## config.mk

```make
export PLATFORM = sky130hd
export DESIGN_NAME = rv_mc_sequencer
export DESIGN_NICKNAME = d
export VERILOG_FILES = /design/src/rtl/rv_mc_sequencer.sv
export SDC_FILE = /design/constraint.sdc
export NUM_CORES = 1
export LEC_CHECK = 0
export CAP_MARGIN = 30
export CORE_MARGIN = 8
export CORE_UTILIZATION = 67
export DETAILED_ROUTE_END_ITERATION = 10
export DONT_BUFFER_PORTS = 1
export PLACE_DENSITY_LB_ADDON = 0.1
export SETUP_SLACK_MARGIN = 0.2
export SLEW_MARGIN = 30
export SYNTH_ARGS = -nofsm -noshare
export SYNTH_HDL_FRONTEND = slang
export SYNTH_SLANG_ARGS = --single-unit
```

## constraint.sdc

```tcl
create_clock -name clk_i -period 2.6 [get_ports clk_i]
set_input_delay 0.65 -clock clk_i [delete_from_list [all_inputs] [get_ports clk_i]]
set_output_delay 0.65 -clock clk_i [all_outputs]
set_load 0.005 [all_outputs]
```

## src/rtl/rv_mc_sequencer.sv

```systemverilog
// Multi-cycle RV32I instruction sequencer: fetch/execute/memory/writeback FSM
// driving request/grant/valid memory ports, with registered IR, MDR, PC and retire count.
module rv_mc_sequencer #(
  parameter int ADDR_W = 16,
  parameter logic [ADDR_W-1:0] RESET_PC = {ADDR_W{1'b0}},
  parameter int CNT_W = 32
) (
  input  logic              clk_i,
  input  logic              reset_i,
  output logic              imem_req_o,
  output logic [ADDR_W-1:0] imem_addr_o,
  input  logic              imem_gnt_i,
  input  logic              imem_rvalid_i,
  input  logic [31:0]       imem_rdata_i,
  output logic              dmem_req_o,
  output logic              dmem_we_o,
  input  logic              dmem_gnt_i,
  input  logic              dmem_rvalid_i,
  input  logic [31:0]       dmem_rdata_i,
  input  logic [ADDR_W-1:0] next_pc_i,
  input  logic              halt_i,
  output logic [ADDR_W-1:0] pc_o,
  output logic [31:0]       instr_o,
  output logic [31:0]       mdr_o,
  output logic              reg_we_o,
  output logic              retire_o,
  output logic [CNT_W-1:0]  instret_o,
  output logic              halted_o,
  output logic              trap_o
);

  typedef enum logic [2:0] {
    S_FETCH = 3'd0,
    S_FWAIT = 3'd1,
    S_EXEC  = 3'd2,
    S_MEM   = 3'd3,
    S_MWAIT = 3'd4,
    S_WB    = 3'd5,
    S_HALT  = 3'd6,
    S_TRAP  = 3'd7
  } state_t;

  state_t             state_r;
  state_t             next_state_s;
  logic [ADDR_W-1:0]  pc_r;
  logic [31:0]        instr_r;
  logic [31:0]        mdr_r;
  logic [CNT_W-1:0]   instret_r;
  logic               imem_req_r;
  logic               dmem_req_r;
  logic               dmem_we_r;
  logic               reg_we_r;
  logic               retire_r;
  logic               halted_r;
  logic               trap_r;

  logic               is_load_s;
  logic               is_store_s;
  logic               is_branch_s;
  logic               is_reg_s;
  logic               fetch_illegal_s;

  // Instruction class decode from the IR; legality is judged on the incoming fetch word
  always_comb begin
    is_load_s       = (instr_r[6:2] == 5'b00000);
    is_store_s      = (instr_r[6:2] == 5'b01000);
    is_branch_s     = (instr_r[6:2] == 5'b11000);
    is_reg_s        = (instr_r[1:0] == 2'b11) && !is_load_s && !is_store_s && !is_branch_s;
    fetch_illegal_s = (imem_rdata_i[1:0] != 2'b11);
  end

  // Next-state logic; a grant only counts while our own request is actually up
  always_comb begin
    next_state_s = state_r;
    case (state_r)
      S_FETCH: begin
        if (imem_req_r && imem_gnt_i) next_state_s = S_FWAIT;
        else                          next_state_s = S_FETCH;
      end
      S_FWAIT: begin
        if (imem_rvalid_i) next_state_s = fetch_illegal_s ? S_TRAP : S_EXEC;
        else               next_state_s = S_FWAIT;
      end
      S_EXEC: begin
        if (is_load_s || is_store_s) next_state_s = S_MEM;
        else                         next_state_s = S_WB;
      end
      S_MEM: begin
        if (dmem_gnt_i) next_state_s = is_store_s ? S_WB : S_MWAIT;
        else            next_state_s = S_MEM;
      end
      S_MWAIT: begin
        if (dmem_rvalid_i) next_state_s = S_WB;
        else               next_state_s = S_MWAIT;
      end
      S_WB: begin
        if (next_pc_i[1:0] != 2'b00) next_state_s = S_TRAP;
        else if (halt_i)             next_state_s = S_HALT;
        else                         next_state_s = S_FETCH;
      end
      S_HALT: begin
        if (halt_i) next_state_s = S_HALT;
        else        next_state_s = S_FETCH;
      end
      S_TRAP:  next_state_s = S_TRAP;
      default: next_state_s = S_TRAP;
    endcase
  end

  // State, architectural registers and Moore outputs decoded from the state being entered
  always_ff @(posedge clk_i) begin
    if (!reset_i) begin
      state_r    <= S_FETCH;
      pc_r       <= RESET_PC;
      instr_r    <= 32'd0;
      mdr_r      <= 32'd0;
      instret_r  <= {CNT_W{1'b0}};
      imem_req_r <= 1'b0;
      dmem_req_r <= 1'b0;
      dmem_we_r  <= 1'b0;
      reg_we_r   <= 1'b0;
      retire_r   <= 1'b0;
      halted_r   <= 1'b0;
      trap_r     <= 1'b0;
    end else begin
      state_r    <= next_state_s;
      imem_req_r <= (next_state_s == S_FETCH);
      dmem_req_r <= (next_state_s == S_MEM);
      dmem_we_r  <= (next_state_s == S_MEM) && is_store_s;
      reg_we_r   <= (next_state_s == S_WB) && (is_load_s || is_reg_s);
      retire_r   <= (next_state_s == S_WB);
      halted_r   <= (next_state_s == S_HALT);
      trap_r     <= (next_state_s == S_TRAP);
      if (state_r == S_FWAIT && imem_rvalid_i) instr_r <= imem_rdata_i;
      if (state_r == S_MWAIT && dmem_rvalid_i) mdr_r <= dmem_rdata_i;
      if (state_r == S_WB) begin
        pc_r      <= next_pc_i;
        instret_r <= instret_r + {{(CNT_W-1){1'b0}}, 1'b1};
      end
    end
  end

  assign imem_req_o  = imem_req_r;
  assign imem_addr_o = pc_r;
  assign dmem_req_o  = dmem_req_r;
  assign dmem_we_o   = dmem_we_r;
  assign pc_o        = pc_r;
  assign instr_o     = instr_r;
  assign mdr_o       = mdr_r;
  assign reg_we_o    = reg_we_r;
  assign retire_o    = retire_r;
  assign instret_o   = instret_r;
  assign halted_o    = halted_r;
  assign trap_o      = trap_r;

endmodule

```

==> summary.txt, run 1 <==
Timing
  • Setup Viol. Count Final: 0
  • Clk_skew: 0.0106 ns
  • Worst Tran Pin Value: 0.689 ns
  • Max Clk Rate: 469 MHz
  • Final Hold Viols: 0
  • Post-route minimum period: 2.13 ns
  • Final TNS setup: 0 ns
  • Relative slew slack: 53.7%
  • Unrepaired setup endpoints after global routing: no
  • Final period utilization: 82.0%
  • Final slew viol count: 0

Die
  • IO Pins: 222
  • Die footprint: 10600 µm²
  • Die span in y: 103 µm
  • Core area: 7290 µm²
  • Starting Density: 69.5%
  • Die W: 103 µm
  • Rows: 31

Critical path
  • Worst-case reg-to-reg path depth: 5
  • Required @ worst endpoint: 3.00 ns
  • WP depth: 5
  • Crit path cell chain: nand4b_1 > nor4_2 > nand4b_1 > xnor2_1 > and2_1
  • R2r endpoint: instret_o[28]
  • Delay-heaviest family, CP: simple AND/OR/NAND/NOR gates
  • Critical path buffers and inverters: 0
  • R2R setup slack: 0.47 ns
  • Worst Setup Start Kind: register
  • Slowest stage delay, CP: 0.64 ns
  • Crit-path max FO: 14
  • Crit path kind: reg -> reg
  • Data arrival time of the critical path: 2.53 ns
  • Top cell by count, worst path: nand4b_1
  • RR Startpoint: state_r[2]
  • Slowest-stage cell, CP: nor4_2
  • Critical path endpoint: instret_o[28]
  • Element type at the critical path end: register
  • Worst setup startpoint: state_r[2]

Detailed routing
  • Detailed Routing Iterations Pass 1: 4
  • DR DRC count: 0
  • Vias/cell: 5.69
  • Post-Route WL: 12400 µm
  • WL/cell: 18.2 µm
  • First DRT Iteration DRCs: 156
  • Vias: 3884
  • DRT antenna net count: 0

Clock tree
  • Clk Latency, worst-skew pair: 0.51 ns
  • Setup bufs post-CTS: 0
  • Num CTS Buffers: 17
  • Clock-pin slew on the worst setup and hold paths: 0.06 ns
  • Clk buf depth: 2
  • Hold buffers post-CTS: 0
  • Clock sinks: 122
  • CTS H-tree depth: 4
  • Resized cells post-CTS: 0
  • CTS tree: yes
  • CTS Root Cell: clkbuf_8

Run
  • Number of max-cap violations: 0

Layout
  • Most frequent cells in the layout: nand2_1 (179), dfxtp_1 (122), a21boi_0 (81), and2_1 (27), xnor2_1 (21)
  • Commonest non-fill, non-tap cell in the layout: nand2_1
  • # diodes: 0
  • Layout cell share with drive strength beyond 1: 7.53%
  • Nets@finish: 659
  • Post-route cell area: 5590 µm²
  • Area growth, synth to finish: 10.4%
  • Post-Layout Cell Count: 683

Place
  • Port Buffers: 0
  • Gpl congestion: 0.837
  • DP Cell Count: 651
  • Post-Place Cell Area: 4990 µm²
  • HPWL Detailed: 8890 µm

Worst hold path
  • Type of the most critical hold path: in -> reg
  • Hold_sp: dmem_rdata_i[28]

Logic synthesis
  • Cell count after synthesis: 595
  • Synth Net Count: 683
  • Library cells used by synthesis: 40
  • Number of synthesized flops with an enable pin: 0
  • Seq cells post-synth: 122
  • Primary FF master, synth: dfxtp_1
  • Post-synthesis instance area: 5070 µm²
  • Sequential-to-total area share from yosys stat: 48.2%
  • Syn avg cell area: 8.51 µm²
  • Syn. warnings: 0
  • Ys async rst share: 0%

GRT
  • Met1 Usage GRT: 23.1%
  • M3 GR Usage: 12.9%
  • GR Util All Layers: 23.6%
  • GRT busiest layer: met2
  • Largest net degree at the start of global routing: 118
  • Met2 Use GR: 40.9%
  • Total grt overflow: 0
  • Vias in the first global route: 3904
  • First-pass GRT wire length: 19400 µm
  • Initial antenna violation count: 0

Pwr
  • Power Density: 912 nW/µm²
  • Static power due to leakage: 0.00194 µW
  • VDD IR max: 0.000625 V
  • Design Power: 5100 µW

Run status
  • Status: finished, final reports clean
[Yosys cell counts (all sizes together), types with 2 or more instances]
cell type / number / area share, %
nor2: 11 / 0.82
a21oi: 4 / 0.40
dfxtp: 122 / 48
and2: 27 / 3.3
xnor2: 21 / 3.6
nand4: 15 / 1.9
or3: 4 / 0.49
inv: 6 / 0.44
nand2: 179 / 13
or4b: 2 / 0.40
nand3: 15 / 1.7
o21ai: 8 / 0.79
nand4b: 2 / 0.35
or4: 2 / 0.37
clkbuf: 29 / 2.1
nor3: 4 / 0.40
and3: 6 / 0.74
and4: 3 / 0.52
a21boi: 85 / 13
xor2: 6 / 1.0
buf: 22 / 2.9
and3b: 2 / 0.35
nor4: 4 / 0.91
nor2b: 7 / 0.86
[kinds of logic after synthesis]
family	synth area share (%)
adder cells (fa/ha/maj)	0.247
XOR/XNOR	4.67
buffers and inverters	5.53
flip-flops	48.2
AND/OR/NAND/NOR	26.6
AO/OA/AOI/OAI	14.7
[layer usage]
| layer | up-vias | routed length (µm) |
|---|---|---|
| met5 | - | 0 |
| met4 | 0 | 184 |
| met3 | 17 | 1480 |
| met2 | 153 | 6380 |
| met1 | 1810 | 4400 |
| li1 | 1904 | - |
[worst reg2reg max path, stage by stage, from the launching register on]
cell and delay [ns]:
dfxtp_1 0.59, nand4b_1 0.25, nor4_2 0.64, nand4b_1 0.22, xnor2_1 0.17, and2_1 0.15
[power breakdown]
part,switching [µW],internal (µW),total (µW)
combinational,358,222,581
sequential,163,2020,2190
clock,842,1490,2330
[cell type report]
cell class                 count  area [µm²]
clock buffer                  19         432
clock inverter                13         169
fill                         546        1700
inverter                       6        22.5
multi-input combinational    416        2340
sequential                   122        2440
tap                           99         124
timing repair buffer           8        60.1
[sequential cells by signal (all words and copies together), names as in the netlist]
register / cells
halted_o: 1
instret_o: 32
mdr_o: 32
reg_we_o: 1
instr_o: 32
retire_o: 1
dmem_req_o: 1
trap_o: 1
imem_req_o: 1
imem_addr_o: 16
state_r: 3
dmem_we_o: 1
[metrics by stage]
stage	utilization [%]	hold slack (ns)	setup WS [ns]
2_1_floorplan	-	0.460	0.722
3_3_place_gp	68.5	0.476	0.599
3_5_place_dp	68.5	0.482	0.511
4_1_cts	76.7	0.250	0.487
5_1_grt	76.7	0.264	0.301
6_report	76.7	0.279	0.469
[worst min-delay path by stage]
| stage | to | slack [ns] | depth (start not counted) |
|---|---|---|---|
| 5_1_grt | instret_o[30] | 0.26 | 1 |
| 6_report | mdr_o[28] | 0.28 | 2 |
| 3_3_place_gp | instr_o[30] | 0.48 | 2 |
| 2_1_floorplan | instr_o[10] | 0.46 | 2 |
| 3_5_place_dp | instr_o[29] | 0.48 | 2 |
| 4_1_cts | instret_o[17] | 0.25 | 1 |
No activity file was read; power rests on OpenSTA's default activity.
==> inputs of run 2 (changes only) <==
Settings changed: CORE_UTILIZATION 67 to 57.
Clock period 2.6 ns to 1.8 ns, I/O delays scaled along.
==> run 2 against run 1 <==
Net effect:
- critical path depth unchanged
- maximum frequency increased by 24%
- global-route usage fell by 2.2 points
- sequential share of layout area decreased by 3.6 points
- final area rose by 10%
- non-clock buffer count grew 42
- die area grew 15%
- highest routed layer unchanged
==> summary.txt, run 2 (synthesis results as in run 1) <==
Pwr
  • Static power due to leakage: 0.00226 µW
  • Power Density: 1280 nW/µm²
  • Design Power: 7880 µW
  • VDD IR max: 0.000732 V

Layout
  • Area growth, synth to finish: 21.5%
  • Commonest non-fill, non-tap cell in the layout: nand2_1
  • Fill cells: 676
  • # diodes: 0
  • Nets@finish: 701
  • Layout cell share with drive strength beyond 1: 19.5%
  • Most frequent cells in the layout: nand2_1 (178), dfxtp_1 (109), a21boi_0 (80), buf_4 (43), and2_1 (27)

GRT
  • First-pass GRT wire length: 20200 µm
  • Total grt overflow: 0
  • GR Util All Layers: 21.3%
  • Initial antenna violation count: 0
  • Largest net degree at the start of global routing: 118
  • Vias in the first global route: 4044

Critical path
  • Top cell by count, worst path: or4_4
  • Slowest-stage cell, CP: or4_4
  • Slowest stage delay, CP: 0.54 ns
  • Worst Setup Start Kind: register
  • Required @ worst endpoint: 2.19 ns
  • Data arrival time of the critical path: 2.11 ns
  • Crit path cell chain: or4_4 > or4_4 > nand4_1 > a21oi_2 > and4_1
  • Element type at the critical path end: register
  • Crit path kind: reg -> reg
  • Crit-path max FO: 4

Die
  • Die footprint: 12200 µm²
  • Rows: 34
  • Die span in y: 110 µm
  • IO Pins: 222
  • Core area: 8680 µm²
  • Starting Density: 58.4%
  • Die W: 110 µm

Worst hold path
  • Type of the most critical hold path: in -> reg

Run
  • Number of max-cap violations: 0

Place
  • HPWL Detailed: 9410 µm
  • Port Buffers: 0
  • Gpl congestion: 0.799

Detailed routing
  • Vias/cell: 5.50
  • DRT antenna net count: 0
  • DR DRC count: 0
  • Post-Route WL: 13300 µm
  • Detailed Routing Iterations Pass 1: 4
  • Vias: 4034
  • WL/cell: 18.2 µm
  • First DRT Iteration DRCs: 245

Timing
  • Final TNS setup: 0 ns
  • Post-route minimum period: 1.72 ns
  • Setup Viol. Count Final: 0
  • Worst Tran Pin Value: 0.337 ns
  • Final slew viol count: 0
  • Final Hold Viols: 0
  • Unrepaired setup endpoints after global routing: yes
  • Max Clk Rate: 581 MHz
  • Final period utilization: 95.6%
  • Relative slew slack: 77.4%
  • Clk_skew: 0.00622 ns

Clock tree
  • Hold buffers post-CTS: 0
  • Clock sinks: 122
  • Clk Latency, worst-skew pair: 0.51 ns
  • Clk buf depth: 2
  • CTS Root Cell: clkbuf_8
  • Num CTS Buffers: 17
  • CTS tree: yes
  • Clock-pin slew on the worst setup and hold paths: 0.06 ns
  • CTS H-tree depth: 4

Run status
  • Status: finished, final reports clean
## run 2: stage by stage
stage	hold WS (ns)	worst slack, ns	util, %	instances	cell area [µm²]
global route	0.0551	0.00306	70.9	733	6150
detailed placement	0.487	0.0470	61.0	692	5300
floorplan	0.460	0.114	-	595	5110
CTS	0.0603	0.0877	69.6	728	6040
global placement	0.476	0.110	61.0	692	5300
finish	0.0820	0.0794	70.9	733	6150
## run 2: final timing paths
path	slack, ns	endpoint	cells past startpoint	start
worst min-delay path	0.08	mdr_o[13]	2	dmem_rdata_i[13]
worst min register to register	0.49	mdr_o[26]	2	mdr_o[26]
worst max-delay path	0.08	imem_req_o	5	instr_o[6]
worst max register to register	0.08	imem_req_o	5	instr_o[6]
## run 2: cell type report
cell class / count / area [µm²] / share of cell area (%)
multi-input combinational: 416 / 2470 / 40.1
sequential: 122 / 2460 / 40.0
clock buffer: 20 / 455 / 7.40
timing repair buffer: 50 / 419 / 6.81
clock inverter: 11 / 193 / 3.13
tap: 108 / 135 / 2.20
inverter: 6 / 22.5 / 0.366
## run 2: worst max-delay path, delay by kind of cell (launching register included)
family / cells / cell delay [ns]
and+or+nand+nor: 4 / 1.23
DFF: 1 / 0.32
AOI/OAI and AO/OA: 1 / 0.07
## run 2: repair_timing
item,in CTS,in global routing
gates cloned,0,0
setup buffers,5,5
setup endpoints to repair,19,34
pin swaps,30,17
hold endpoints to repair,0,0
gates resized for setup,16,26
## run 2: routing by layer
| metal | global-route usage, % | wire (µm) | up-vias |
|---|---|---|---|
| met3 | 10.6 | 1550 | 24 |
| li1 | - | - | 1986 |
| met1 | 22.4 | 4880 | 1862 |
| met5 | 0 | 0 | - |
| met2 | 35.4 | 6610 | 162 |
| met4 | 9.32 | 308 | 0 |
## run 2: power breakdown
part,internal [µW],switching [µW]
Clock,2490,1170
Sequential,2930,201
Combinational,463,636
Total,5880,2000
